===== config.mk =====
export PLATFORM = sky130hd
export DESIGN_NAME = alu_issue_queue
export DESIGN_NICKNAME = d
export VERILOG_FILES = /design/src/rtl/alu_issue_queue.sv
export SDC_FILE = /design/constraint.sdc
export NUM_CORES = 1
export LEC_CHECK = 0
export CORE_ASPECT_RATIO = 1.4
export CORE_MARGIN = 2
export CORE_UTILIZATION = 50
export DETAILED_ROUTE_END_ITERATION = 10
export GPL_ROUTABILITY_DRIVEN = 1
export GPL_TIMING_DRIVEN = 0
export MAX_ROUTING_LAYER = met4
export PLACE_DENSITY = 0.82
export SLEW_MARGIN = 20
export SYNTH_ARGS = -nofsm -noshare
export SYNTH_HDL_FRONTEND = slang
export SYNTH_SLANG_ARGS = --single-unit

===== constraint.sdc =====
create_clock -name clk -period 2.1 [get_ports clk]
set_clock_uncertainty 0.15 [all_clocks]
set_input_delay 0.315 -clock clk [delete_from_list [all_inputs] [get_ports clk]]
set_output_delay 0.315 -clock clk [all_outputs]
set_load 0.005 [all_outputs]

===== src/rtl/alu_issue_queue.sv =====
// alu_issue_queue: operand/command staging FIFO in front of the 16-bit
// accumulator ALU. Commands are sanitised on entry and issued one per
// clock from registers. NOOP is driven whenever nothing can issue.
module alu_issue_queue #(
  parameter int W     = 16,
  parameter int DEPTH = 4,
  parameter int AW    = 2
) (
  input  logic          clk,
  input  logic          clear,
  input  logic          in_valid,
  output logic          in_ready,
  input  logic [3:0]    in_opcode,
  input  logic [W-1:0]  in_a,
  input  logic [W-1:0]  in_b,
  input  logic          stall,
  input  logic          err_clr,
  output logic [3:0]    opcode,
  output logic [W-1:0]  input1,
  output logic [W-1:0]  input2,
  output logic          issued,
  output logic [AW:0]   count,
  output logic [1:0]    err
);

  typedef enum logic [3:0] {
    OP_NOOP  = 4'b0000,
    OP_ADD   = 4'b0001,
    OP_SUB   = 4'b0010,
    OP_MULT  = 4'b0011,
    OP_DIV   = 4'b0100,
    OP_AND   = 4'b0101,
    OP_OR    = 4'b0110,
    OP_XOR   = 4'b0111,
    OP_NOT   = 4'b1000,
    OP_RESET = 4'b1111
  } opcode_e;

  typedef struct packed {
    logic [3:0]   op;
    logic [W-1:0] a;
    logic [W-1:0] b;
  } entry_t;

  entry_t          mem [DEPTH];
  logic [AW-1:0]   wr_ptr;
  logic [AW-1:0]   rd_ptr;
  logic            push;
  logic            pop;
  entry_t          wr_entry;
  entry_t          head;
  logic [1:0]      err_event;

  // Handshake: accept while not full; issue whenever not stalled and not empty.
  assign in_ready = (count < (AW+1)'(DEPTH));
  assign push     = in_valid & in_ready;
  assign pop      = ~stall & (count != '0);
  assign head     = mem[rd_ptr];

  // Sanitise the incoming command and flag the error it would raise on push.
  always_comb begin
    // NOTE: every signal driven here gets a default first, so no path leaves
    // it unassigned and no latch is inferred.
    wr_entry  = '{op: in_opcode, a: in_a, b: in_b};
    err_event = 2'b00;
    if (in_opcode inside {[4'b1001:4'b1110]}) begin
      wr_entry.op  = OP_NOOP;
      err_event[0] = push;
    end else if (in_opcode == OP_DIV && in_b == '0) begin
      wr_entry.op  = OP_NOOP;
      err_event[1] = push;
    end
  end

  // Entry storage: written on push only.
  // NOTE: the array has no reset; stale contents are never visible because
  // count and the pointers are reset, and skipping it keeps this plain RAM.
  always_ff @(posedge clk) begin
    if (push) begin
      mem[wr_ptr] <= wr_entry;
    end
  end

  // Pointers and occupancy; simultaneous push and pop leave count unchanged.
  always_ff @(posedge clk or negedge clear) begin
    // NOTE: sequential state uses non-blocking assignments so every register
    // samples pre-edge values regardless of statement order.
    if (!clear) begin
      wr_ptr <= '0;
      rd_ptr <= '0;
      count  <= '0;
    end else begin
      if (push) wr_ptr <= wr_ptr + AW'(1);
      if (pop)  rd_ptr <= rd_ptr + AW'(1);
      if (push && !pop)      count <= count + (AW+1)'(1);
      else if (pop && !push) count <= count - (AW+1)'(1);
    end
  end

  // Registered ALU drive: pop the head or substitute NOOP holding operands.
  always_ff @(posedge clk or negedge clear) begin
    if (!clear) begin
      opcode <= OP_NOOP;
      input1 <= '0;
      input2 <= '0;
      issued <= 1'b0;
    end else if (pop) begin
      opcode <= head.op;
      input1 <= head.a;
      input2 <= head.b;
      issued <= 1'b1;
    end else begin
      opcode <= OP_NOOP;
      issued <= 1'b0;
    end
  end

  // Sticky error flags; a new event on the clearing edge wins.
  always_ff @(posedge clk or negedge clear) begin
    if (!clear) begin
      err <= 2'b00;
    end else begin
      err <= (err & ~{2{err_clr}}) | err_event;
    end
  end

endmodule


======== Word level (Yosys, flattened, before mapping) ========
Memory sizes are Yosys's and may differ from the RTL's.
Cells that the tools add are included.
W data, S select, Z words.
word-level totals
  output and inout port bits .............. 43
  RAM bits ................................ 144
  memories kept ........................... 1
  flip-flop bits (word level) ............. 46
  bits of input ports ..................... 41
cells by class
  equal/unequal tests ..................... 1
  reductions and logical operators ........ 9
  magnitude comparators ................... 3
  muxes and demuxes ....................... 11
  bitwise gates (word level) .............. 6
  add/sub/neg operators ................... 4
memories
  memory  words  width  rd ports  clocked after Yosys merged registers in  write ports  line  source
  mem     4      36     1         0                                        1            45    entry_t mem [DEPTH];
operators with widths
  kind                   number
  $logic_not A16 Y1      1
  $mux W4                3
  $mux W1                6
  $mux W3                2
  $add A2 B1 Y2 const B  2
  $eq A4 B3 Y1 const B   1
  $ge A4 B4 Y1 const B   1
  $le A4 B4 Y1 const B   1
  $logic_and A1 B1 Y1    4
  $add A3 B1 Y3 const B  1
  $lt A3 B3 Y1 const B   1
  $reduce_bool A3 Y1     1
  $sub A3 B1 Y3 const B  1
  $and A1 B1 Y1          2
  $and A2 B2 Y2          1
  $logic_not A1 Y1       2
  $not A2 Y2             1
  $or A2 B2 Y2           1
  $reduce_bool A2 Y1     1
  $not A1 Y1             1

======== Depth between registers and ports, before layout ========
Gate-level depths: netlist of the first run.
  depth after elaboration ................. 6
  gate-level depth with buffers ........... 11
  gate-level depth less buffers ........... 9

======== Worst setup path after synthesis of the first run ========
No wires, ideal clock.
  path type ............................... reg2reg
  from .................................... register count[1]
  to ...................................... register count[2]
  data arrival time ....................... 2.046 ns
  cell stages (with the launch flop) ...... 12
  clock period less this slack ............ 2.276 ns
  setup slack ............................. -0.176 ns
  required time ........................... 1.870 ns
  setup time .............................. 0.080 ns
  cell sequence ........................... dfrtp_1 nor3_1 nor2_1 buf_2 buf_2 inv_1 ha_1 inv_1 fa_1 xor2_1 nor2_1 xnor2_1
between the ends
  word-level cells in the longest chain between the ends .. 5
  elaborated cells between the ends (all ways) .. 13
  those cells by class .................... 2 x add/sub; 1 x order compare; 2 x mux; 2 x bitwise; 6 x reduce/logical
ends and longest elaborated chain
  item                                                  line  source
  start, declared                                       22    output logic [AW:0] count,
  start signal, assigned                                95    if (push && !pop) count <= count + (AW+1)'(1);
  start signal, assigned                                96    else if (pop && !push) count <= count - (AW+1)'(1);
  $reduce_bool A3 Y1 *                                  57    assign pop = ~stall & (count != '0);
  $and A1 B1 Y1 *                                       57
  net pop                                               49    logic pop;
  $logic_not A1 Y1                                      95
  $logic_and A1 B1 Y1                                   95
  $mux W3 / $reduce_bool A2 Y1 (equally long branches)  -
The timed path passes the listed nets; every way through them passes the cells marked *. The select of a mux whose other input is x is not followed.
A chain may end at the register's enable or synchronous reset.

======== Final worst setup path of the first run ========
  from .................................... register count[1]
  to ...................................... register count[2]
between the ends
  word-level cells in the longest chain between the ends .. 5
  elaborated cells between the ends (all ways) .. 13
  those cells by class .................... 2 x add/sub; 1 x order compare; 2 x mux; 2 x bitwise; 6 x reduce/logical
ends and longest elaborated chain
  item                                                                   line
  $lt A3 B3 Y1 / $reduce_bool A3 Y1 (equally long branches)              55, 57
  $and A1 B1 Y1 (on tied branches)                                       56, 57
  $logic_not A1 Y1 (on tied branches)                                    96, 95
  $logic_and A1 B1 Y1 (on tied branches)                                 96, 95
  $reduce_bool A2 Y1 (no source line) / $mux W3 (equally long branches)  -
Parallel ways exist; a longest one is shown, timed or not. The select of a mux whose other input is x is not followed.

==> results of run 1 <==
-- placed cells by master (no fill, tap or decap), drive strengths merged --
| cell type | count |
|---|---|
| edfxtp | 144 |
| clkdlybuf4s50 | 81 |
| dfrtp | 46 |
| mux4 | 36 |
| mux2 | 33 |
| buf | 20 |
| clkbuf | 18 |
| inv | 12 |
| and2 | 11 |
| ha | 5 |
| nor4 | 4 |
| clkinv | 4 |
| nand3 | 3 |
| nand2 | 3 |
| xnor2 | 3 |
| clkinvlp | 3 |
| bufinv | 3 |
| xor2 | 3 |
| o22ai | 2 |
| nor2 | 2 |
| nor3 | 1 |
| nor2b | 1 |
| or3 | 1 |
| nor4b | 1 |
| a21boi | 1 |
| o21a | 1 |
| nand4 | 1 |
| o21ai | 1 |
| nor3b | 1 |
| fa | 1 |
| dlygate4sd3 | 1 |
| dlymetal6s2s | 1 |
-- cell families after synthesis --
family / Yosys count / share of synthesized area [%]
DFF: 190 / 76.6
muxes: 69 / 16.9
and+or+nand+nor: 29 / 2.35
buffers and inverters: 21 / 1.82
xor gates and xnor gates: 6 / 0.736
adders and majority gates: 6 / 1.16
AOI/OAI and AO/OA: 5 / 0.455
-- layer usage --
metal	share of wire [%]	global-route usage [%]	vias to the layer above	routed length, um
met2	55	33.0	124	7390
met1	38	21.5	1824	5060
met3	4.9	3.90	24	656
met4	2.7	9.53	0	366
met5	0	-	-	0
li1	-	-	1520	-
-- critical path, cell delays in order, from the launching register on --
cell and delay, ns:
dfrtp_2 0.43, nor3_4 0.29, nor2_4 0.09, inv_4 0.06, ha_4 0.13, inv_2 0.03
fa_2 0.35, xor2_2 0.16, nor2_2 0.10, xnor2_1 0.14
-- flip-flops by register name (all words and copies together), names as in the netlist --
register,count
input2,16
input1,16
rd_ptr,2
issued,1
err,2
wr_ptr,2
opcode,4
mem,144
count,3
-- through the flow --
step	instance area, um^2	cells	worst slack [ns]	hold WS (ns)	setup TNS, ns
3_5_place_dp	8220	594	-0.655	0.247	-91.60
3_3_place_gp	8220	594	-0.980	0.340	-131.75
2_1_floorplan	7160	326	-0.146	-0.131	-0.278
5_1_grt	8970	633	-0.0131	0.364	-0.0131
4_1_cts	8940	631	-0.0544	0.323	-0.0672
6_report	8970	633	0.0897	0.303	0
-- power by group --
group / switching [uW] / total (uW) / internal [uW]
Combinational: 1470 / 3640 / 2170
Sequential: 357 / 5270 / 4910
Clock: 1390 / 3320 / 1930
Total: 3220 / 12200 / 9010
-- cell type report --
class	instances	area [um^2]	share of cell area, %
well taps	185	231	2.58
repair buffers	92	913	10.2
inverters	8	32.5	0.363
multi-input cells	115	1600	17.8
clock buffers	18	439	4.90
flip-flops and latches	190	5480	61.1
plain buffers	11	97.6	1.09
clock inverters	14	183	2.04
-- worst max path at each step --
stage                  start    endpoint  slack [ns]  cells after the start
finish              count[1]    count[2]        0.09                      9
global route        count[1]    count[2]       -0.01                      9
CTS                 count[2]    count[2]       -0.05                     10
detailed placement     stall    count[1]       -0.66                      9
global placement       clear  input2[12]       -0.98                      1
floorplan           count[0]    count[2]       -0.15                     11
-- cells in the mapped netlist --
| master | instances | area share (%) |
|---|---|---|
| a21boi_0 | 1 | 0.11 |
| and2_1 | 11 | 0.96 |
| buf_12 | 2 | 0.56 |
| buf_2 | 9 | 0.63 |
| buf_6 | 1 | 0.16 |
| clkbuf_1 | 1 | 0.052 |
| dfrtp_1 | 46 | 16 |
| edfxtp_1 | 144 | 61 |
| fa_1 | 1 | 0.28 |
| ha_1 | 5 | 0.88 |
| inv_1 | 8 | 0.42 |
| mux2_2 | 28 | 4.4 |
| mux2_4 | 5 | 1.1 |
| mux4_1 | 1 | 0.37 |
| mux4_2 | 35 | 11 |
| nand2_1 | 3 | 0.16 |
| nand3_1 | 3 | 0.21 |
| nand4_1 | 1 | 0.088 |
| nor2_1 | 2 | 0.11 |
| nor2b_1 | 1 | 0.088 |
| nor3_1 | 1 | 0.070 |
| nor3b_1 | 1 | 0.11 |
| nor4_1 | 4 | 0.35 |
| nor4b_1 | 1 | 0.12 |
| o21a_1 | 1 | 0.11 |
| o21ai_0 | 1 | 0.070 |
| o22ai_1 | 2 | 0.18 |
| or3_1 | 1 | 0.088 |
| xnor2_1 | 3 | 0.37 |
| xor2_1 | 3 | 0.37 |
-- what timing repair did --
action,CTS,global route
hold endpoints to repair,46,0
gates resized for setup,20,6
setup endpoints to repair,146,3
buffers inserted,5,3
pin swaps,6,6
hold buffers,1,0
==> results by group, run 1 <==
Run status
  • Status: finished, final reports clean

Clocking
  • CTS tree: yes
  • Clock slew at reported path FFs: 0.07 ns
  • Cts bufs inserted: 17
  • CTS Root Cell: clkbuf_16
  • Later-pin clock latency in the skew report: 0.42 ns
  • CTS Buffer Depth: 2
  • CTS Sinks: between 150 and 200
  • CTS H-Tree Depth: 4

Critical path
  • Crit path DAT: ~2.2 ns
  • Crit end category: register
  • Critical Path Source Type: register
  • Reg2reg end: count[2]
  • Critical path type: reg2reg
  • Critical Path RT: between 2 and 2.5 ns
  • Reg2Reg Setup Slack: between 0.08 and 0.09 ns
  • Max Fanout on Critical Path: 3
  • Reg2Reg Depth: 9
  • Critical R2R Launch: count[1]

Synth
  • Synthesized Nets: about 370
  • Library cells used by synthesis: 30
  • Cell Area, Synth: between 0.007 and 0.008 mm^2
  • Mapped Cells: 326
  • Yosys warns: 0
  • FF+latch count, synth: between 150 and 200
  • Seq/Total Area, Yosys: roughly 77%
  • Avg Inst Size Synth: 21.9 um^2

Power and ir drop
  • Power density over the cells: approximately 1400 mW/mm^2
  • Final Power: about 12000 uW
  • Pleak: 0.00313 uW
  • Peak supply drop: 0.678 mV

Place
  • GPL Wtd Cong: approximately 0.73
  • Port bufs: 83
  • Detail Placement HPWL: 8170 um

Floorplanning
  • Die height: between 100 and 150 um
  • FP Rows: 51
  • Die W: approximately 110 um
  • Full die area: 0.0153 mm^2
  • Initial Util: roughly half
  • Core region area: 0.0139 mm^2
  • I/O Pins: 84

Flow run
  • Max-cap violations: 0

Layout
  • Antenna Cells: 0
  • Ratio of cells with drive above 1 in the final layout: about 30%
  • Layout fillers: between 900 and 1000
  • Post-layout util: between 60% and 70%
  • P&R area growth vs syn: 25.5%
  • Nets: about 480

GRT
  • First-pass GRT wire length: 21000 um
  • Gr usage total: 19.3%
  • Largest net degree at the start of global routing: 47
  • Initial antenna violation count: 0
  • Remaining Overflow, GRT: 0
  • Vias in the first global route: roughly 3800

Timing
  • Final hold vios: 0
  • Worst-Margin Slew: 0.685 ns
  • Crit path time final: approximately 2.0 ns
  • Rel. slew slack: between 50 and 60%
  • Max-slew violations: 0
  • Period utilisation layout: between 90 and 100%
  • Setup-failing EPs final: 0
  • RSZ-0062 raised after global routing: yes
  • Max Clk Rate: 497 MHz

Min path
  • Worst Hold Class: in2async

Route
  • Vias: 3492
  • Total iterations of the first detailed-routing run: 4
  • DR vias/cell: 5.52
  • Post-route ant nets: 0
  • DRT iter0 DRCs: ~200
  • Wirelength per Cell: 21.3 um
  • Routed WL: roughly 13000 um
  • Residual DRC: 0
Power figures use the tool's default switching activity.
==> run 2: changes to the inputs <==
--- a/config.mk
+++ b/config.mk
@@ -5,6 +5,7 @@
 export SDC_FILE = /design/constraint.sdc
 export NUM_CORES = 1
 export LEC_CHECK = 0
+export CAP_MARGIN = 20
 export CORE_ASPECT_RATIO = 1.4
 export CORE_MARGIN = 2
 export CORE_UTILIZATION = 50
==> results of run 2 <==
Same layout as run 1: the final DEF is identical, and so are final timing and power.
